**src/rtl/fsm_seq_monitor.sv**
```systemverilog
// Checker for the run controller's 2-bit state bus. It tracks the legal IDLE->RUN->DONE->IDLE cycle,
// pulses on run start and run completion, counts completed runs and latches the first illegal transition.
module fsm_seq_monitor #(
    parameter logic [1:0] IDLE  = 2'b00,
    parameter logic [1:0] RUN   = 2'b01,
    parameter logic [1:0] DONE  = 2'b10,
    parameter int         CNT_W = 8,
    parameter bit         SAT   = 1'b1
) (
    input  logic             clk,
    input  logic             reset,
    input  logic [1:0]       state_in,
    input  logic             clear_err,
    input  logic             count_clr,
    output logic             run_start,
    output logic             run_done,
    output logic [CNT_W-1:0] run_count,
    output logic             err,
    output logic [3:0]       err_info,
    output logic [2:0]       mon_state
);

    typedef enum logic [2:0] {
        SYNC   = 3'd0,
        M_IDLE = 3'd1,
        M_RUN  = 3'd2,
        M_DONE = 3'd3,
        FAULT  = 3'd4
    } mon_state_t;

    mon_state_t       state_q, state_d;
    logic             start_d, done_d, inc, fault_entry;
    logic [1:0]       from_code;
    logic [CNT_W-1:0] count_d;
    logic [3:0]       info_d;

    // NOTE: every signal gets a default before the case so no path leaves one unassigned (no latches).
    always_comb begin
        state_d     = state_q;
        start_d     = 1'b0;
        done_d      = 1'b0;
        inc         = 1'b0;
        fault_entry = 1'b0;
        from_code   = IDLE;
        case (state_q)
            SYNC: begin
                if (state_in == IDLE) state_d = M_IDLE;
            end
            M_IDLE: begin
                from_code = IDLE;
                if (state_in == RUN) begin
                    state_d = M_RUN;
                    start_d = 1'b1;
                end else if (state_in != IDLE) begin
                    fault_entry = 1'b1;
                end
            end
            M_RUN: begin
                from_code = RUN;
                if (state_in == DONE) begin
                    state_d = M_DONE;
                    done_d  = 1'b1;
                end else begin
                    fault_entry = 1'b1;
                end
            end
            M_DONE: begin
                from_code = DONE;
                if (state_in == IDLE) begin
                    state_d = M_IDLE;
                    inc     = 1'b1;
                end else begin
                    fault_entry = 1'b1;
                end
            end
            FAULT: begin
                if (clear_err) state_d = SYNC;
            end
            default: state_d = SYNC;
        endcase
        if (fault_entry) state_d = FAULT;
    end

    // A clear that coincides with a completed run leaves the new run counted.
    always_comb begin
        count_d = run_count;
        if (count_clr) begin
            count_d = inc ? CNT_W'(1) : '0;
        end else if (inc) begin
            if (run_count == {CNT_W{1'b1}}) begin
                count_d = SAT ? run_count : '0;
            end else begin
                count_d = run_count + CNT_W'(1);
            end
        end
    end

    // The diagnostic is written only on entry to FAULT, so later bus activity cannot overwrite it.
    always_comb begin
        info_d = err_info;
        if (fault_entry) begin
            info_d = {from_code, state_in};
        end else if (state_q == FAULT && clear_err) begin
            info_d = 4'b0000;
        end
    end

    // NOTE: sequential state uses non-blocking assignments so all flops update together at the edge.
    always_ff @(posedge clk) begin
        if (reset) begin
            state_q   <= SYNC;
            run_start <= 1'b0;
            run_done  <= 1'b0;
            run_count <= '0;
            err       <= 1'b0;
            err_info  <= 4'b0000;
        end else begin
            state_q   <= state_d;
            run_start <= start_d;
            run_done  <= done_d;
            run_count <= count_d;
            err       <= (state_d == FAULT);
            err_info  <= info_d;
        end
    end

    assign mon_state = state_q;

endmodule
```
**config.mk**
```make
export PLATFORM = sky130hd
export DESIGN_NAME = fsm_seq_monitor
export DESIGN_NICKNAME = d
export VERILOG_FILES = /design/src/rtl/fsm_seq_monitor.sv
export SDC_FILE = /design/constraint.sdc
export NUM_CORES = 1
export LEC_CHECK = 0
export CORE_MARGIN = 10
export CORE_UTILIZATION = 30
export DETAILED_ROUTE_END_ITERATION = 16
export HOLD_SLACK_MARGIN = 0.03
export SLEW_MARGIN = 20
export SYNTH_ARGS = -nofsm -noshare
export SYNTH_HDL_FRONTEND = slang
export SYNTH_SLANG_ARGS = --single-unit
```
**constraint.sdc**
```tcl
create_clock -name clk -period 1.6 [get_ports clk]
set_clock_uncertainty 0.15 [all_clocks]
set_input_delay 0.32 -clock clk [delete_from_list [all_inputs] [get_ports clk]]
set_output_delay 0.32 -clock clk [all_outputs]
set_load 0.02 [all_outputs]
```
# Yosys cells after proc, flatten, opt, wreduce, memory -nomap -nowiden
# Index checks and enable logic that the tools add are counted.
# W data, S select, Z words.
[word_totals]
regBits = 18
in_bits = 6
out_inout_bits = 18
wordCells = 50
[op_classes]
addsub = 1
n_eq_ne = 9
n_mux = 22
n_bitwise = 2
n_reduce_logical = 10
[ops]
columns = ["op", "count"]
rows = [
  ["$mux W8", 3],
  ["$mux W3", 5],
  ["$pmux W3 S4", 1],
  ["$mux W1", 9],
  ["$add A8 B1 Y8 const B", 1],
  ["$eq A8 B8 Y1 const B", 1],
  ["$mux W4", 2],
  ["$eq A3 B2 Y1 const B", 2],
  ["$eq A3 B3 Y1 const B", 2],
  ["$reduce_bool A2 Y1", 3],
  ["$reduce_or A2 Y1", 3],
  ["$pmux W2 S2", 1],
  ["$eq A3 B1 Y1 const B", 1],
  ["$logic_not A3 Y1", 1],
  ["$pmux W1 S3", 1],
  ["$eq A2 B1 Y1 const B", 1],
  ["$eq A2 B2 Y1 const B", 1],
  ["$logic_not A2 Y1", 1],
  ["$ne A2 B2 Y1 const B", 1],
  ["$not A1 Y1", 2],
  ["$reduce_and A2 Y1", 1],
  ["$logic_and A1 B1 Y1", 1],
]

# Logic depth before layout (Yosys ltp)
[depth]
word_depth = 6
depth_mapped = 6
ltp_nobuf = 5

# Least setup slack after synthesis
# Ideal clock, no wire load.
[synth_path]
path_type = "flip-flop to flip-flop"
start = "register state_q[0], in the netlist mon_state[0]"
end = "register run_count[2]"
setup_ns = 0.070
t_arrival_ns = 1.565
required_ns = 1.380
path_slack_ns = -0.184
stages_incl_launch_ff = 6
n_path_buf = 1
period_less_slack_ns = 1.784
path_cell_list = "dfxtp_1 > nor4b_4 > o211ai_2 > buf_2 > or3_1 > a21oi_1"
[synth_between]
elab_chain_len = 4
[synth_rtl]
columns = ["item", "line_no", "source"]
rows = [
  ["from (decl)", "31", "mon_state_t state_q, state_d;"],
  ["from (signal assigned)", "118", "state_q <= state_d;"],
  ["$eq A3 B2 Y1", "45", "case (state_q)"],
  ["$mux W1", "45", ""],
  ["$reduce_bool A2 Y1 (no source line)", "n/a", ""],
  ["$reduce_and A2 Y1 (no source line)", "n/a", ""],
  ["to (signal assigned)", "121", "run_count <= count_d;"],
  ["to (decl)", "17", "output logic [CNT_W-1:0] run_count,"],
]
# No other way between the ends.
# A chain may end at the register's enable or synchronous reset.

# Worst setup path in the final report
[layout_path]
start = "input port state_in[1]"
end = "register run_count[3]"
[layout_between]
elab_chain_len = 5
[layout_rtl]
columns = ["item", "line_no", "source"]
rows = [
  ["from (decl)", "12", "input logic [1:0] state_in,"],
  ["$logic_not A2 Y1", "69", "if (state_in == IDLE) begin"],
  ["$mux W1", "69", ""],
  ["$mux W1", "45", ""],
  ["$reduce_bool A2 Y1 (no source line)", "n/a", ""],
  ["$reduce_and A2 Y1 (no source line)", "n/a", ""],
]
# No other way between the ends.

==> results summary <==
For this run, design rule violations remaining after detail routing come to 0. The highest layer used for signal routing is met4. The startpoint identified for the worst register-to-register timing path is run_count[1]. For the pin with the worst max-slew slack, the measured transition is 328 ps.

Setup repair after global routing could not meet its margin everywhere. The worst setup path is captured at a flip-flop. The post-route worst setup slack came out at -6.71 ps.

The worst relative slew slack is 77.8%. The maximum clock rate came out at 622 MHz. The total length of routed met2 wires came out at 1.11 mm. The number of global-route vias before repair was 877.

After detailed routing, the wire length on met1 is 1.01 mm. The length of the first detailed-routing pass in iterations came out at 4. The final hold violation count is 0. For this run, the number of Yosys warnings is 0. For the final routed database, the setup TNS stands at -7.56 ps. Buffers inserted to repair hold after CTS numbered 0. In this run the standard cell core region covers 2730 um2. The total instance count after detailed placement came out at 164.

dfxtp_1 takes more of the synthesized area than any other cell. The area added between synthesis and finish is 52.3%. In this run the number of H-tree levels came out at 1.

The number of pins exceeding their max-slew limit in the final report is 0. Of the post-synthesis cell area, the dominant cell type holds 42.2%. The arrival time at the worst endpoint came out at 1680 ps. The clock input transition at the sequential cells of the worst setup and hold paths is 100 ps. The post-detailed-routing wire length is 2.32 mm. The count of nets left with antenna violations once routing finished came out at 0. Summed over all layers, the global routing overflow is 0.

The number of distinct library cell variants in the gate-level netlist after synthesis is 37. The number of nets produced by synthesis is 103. The mean instance size in the synthesized netlist is 8.90 um2. The sequential element share of the synthesized area is 42.2%. The final-layout worst hold slack is 328 ps. The first global-routing pass estimated 4.03 mm of wire. The largest buffer count on any clock path is 2. The largest net degree at the start of global routing came out at 12.

The number of nets in the layout is 148. The checks that failed: setup timing. For the finished layout, the period the worst path requires is 1610 ps. In the detailed route, the total length drawn on met3 is 196 um.

The worst register-to-register path ends at run_count[7]. Excluding fillers, the count of instances in the completed layout stands at 171. The tightest min-delay check is of the flip-flop to flip-flop type. TritonCTS created 3 clock buffers. The count of clock tree sinks is 18. The final standard cell area without fillers came out at 1300 um2. The type of the worst setup path is primary input to flip-flop.

The analysis attributes to cell leakage a power of 0.549 nW. The capture point of the worst path is run_count[3]. The mapped cell area came out at 855 um2. The run finished, with violations left. The most critical setup path has its startpoint at state_in[1]. During placement, the flow inserted port buffers numbering 23. The die extent in y came out at 73.4 um.

The max-cap violation count came out at 0. The count of mapped cells out of synthesis came out at 96. The number of vias in the routed layout came out at 873. OpenSTA, run right after detailed placement, puts the worst setup slack at -537 ps. For the worst flop-to-flop path, the logic depth is 5. The number of endpoints failing setup at the final stage came out at 2. By area the synthesized netlist is led by dfxtp_1 (42%), a21oi_1 (6.4%), nand3_1 (5.3%).

Of the cells placed in the final design, the portion with a size suffix greater than 1 is 33.6%. Once the floorplan was initialized, standard cells occupied 31.3% of the core. The number of violations reported at the end of detailed-routing iteration 0 is 42. Pin placement for this block handled 24 I/O pins.

TritonCTS built the clock tree. After detailed placement, the total cell area comes to 1230 um2. The reg2reg setup slack is 0 ps.

The detail-routed via count per cell is 5.11. The critical path startpoint category is a primary input. For this design the ratio of total power to cell area is 627 nW/um2.

The number of rows in the core area is 19. The routability-driven placement congestion ratio is 0.833. The fraction of the cycle the final worst path needs came out at 100%.

The peak ir drop on the vdd network came out at 0.469 mV. The average wire length per cell after detail routing is 13.6 um. The top fanout value on the critical path came out at 5. The die covers 5380 um2.

The overall die width came out at 73.4 um. The required time of the critical path is 1680 ps. The overall global routing resource usage is 9.16%. After legalization and detailed placement, the total HPWL measured 1.81 mm. The master cell of the clock root buffer is clkbuf_4. The number of antenna violations at the first check in global routing is 0. 0 antenna diodes ended up in the layout. The clock latency on the worst-skew pair came out at 290 ps.

The number of register bits inferred by synthesis came out at 18.
-- power breakdown --
part	internal (mW)	switching, mW
logic	0.0417	0.0435
registers	0.452	0.00301
clock network	0.138	0.138
total	0.632	0.184
-- final cells by class --
cell class | instances | area (um2)
Fill cell | 257 | 1430
Multi-Input combinational cell | 68 | 470
Timing Repair Buffer | 46 | 372
Sequential cell | 18 | 369
Tap cell | 31 | 38.8
Clock buffer | 4 | 36.3
Inverter | 4 | 15.0
-- state kept, by name, indices dropped and copies added, names as in the netlist --
signal,cells
run_count,8
mon_state,3
err_info,4
run_done,1
run_start,1
err,1
-- kinds of logic after synthesis --
logic type | share of synthesized area (%)
and+or+nand+nor | 29.0
AOI/OAI and AO/OA | 16.8
DFF | 42.2
buffers and inverters | 7.17
muxes | 2.34
xor gates and xnor gates | 1.03
adders and majority gates | 1.46
-- metal layers --
| metal | GRT usage [%] | vias up |
|---|---|---|
| li1 | - | 442 |
| met1 | 9.96 | 406 |
| met2 | 15.5 | 23 |
| met3 | 3.77 | 2 |
| met4 | 3.52 | 0 |
| met5 | 0 | - |
-- cell usage in the layout, fill, tap and decap left out, types with 2 or more instances in the layout --
master,instances
buf_4,22
dfxtp_1,13
dlygate4sd2_1,13
a21oi_1,10
nand3_1,9
nor2_1,5
inv_1,4
nand2_1,4
or3_1,4
dfxtp_2,4
clkbuf_2,4
clkbuf_4,3
clkdlybuf4s50_1,3
or4_1,2
nor3_1,2
or2_2,2
nor4_1,2
mux2i_1,2
o21ai_0,2
clkdlybuf4s15_1,2
buf_6,2
-- Yosys cell counts, drive strengths merged --
library cell and instances:
dfxtp 18, a21oi 11, nand3 9, buf 5, nor2 5, or3 5, inv 4, nand2 4
o21ai 4, mux2i 2, nor3 2, nor3b 2, nor4 2, nor4b 2, or2 2, or4 2
a22o 1, a31oi 1, and2b 1, and3 1, clkbuf 1, ha 1, nand2b 1, nand3b 1
nand4 1, nor2b 1, o2111ai 1, o211ai 1, o21a 1, o311ai 1, o31ai 1, o41ai 1
xnor2 1
-- worst min-delay path by stage --
stage,end,depth (start not counted),from
after floorplan,mon_state[0],1,state_in[0]
after global placement,err_info[1],2,err_info[1]
after detailed placement,err_info[3],2,err_info[3]
after CTS,err_info[3],2,err_info[3]
after global routing,err_info[1],2,err_info[1]
final,err_info[1],2,err_info[1]
-- through the flow --
step | util, % | power [mW]
after CTS | 47.0 | 0.832
after floorplan | - | 0.506
after detailed placement | 45.2 | 0.553
after global placement | 45.2 | 0.552
after global routing | 47.6 | 0.871
final | 47.6 | 0.816
-- timing repair --
item                       CTS  global route
pin swaps                    8             5
gates cloned                 1             0
setup buffers                2             1
gates resized for setup     25            18
setup endpoints to repair   29            17
-- worst max-delay path, cell delays in order --
cell and delay (ps):
dlygate4sd2_1 270, nor4b_4 310, o211ai_2 150, buf_6 160, or3_4 360, a21oi_2 110
Power figures use the tool's default switching activity.
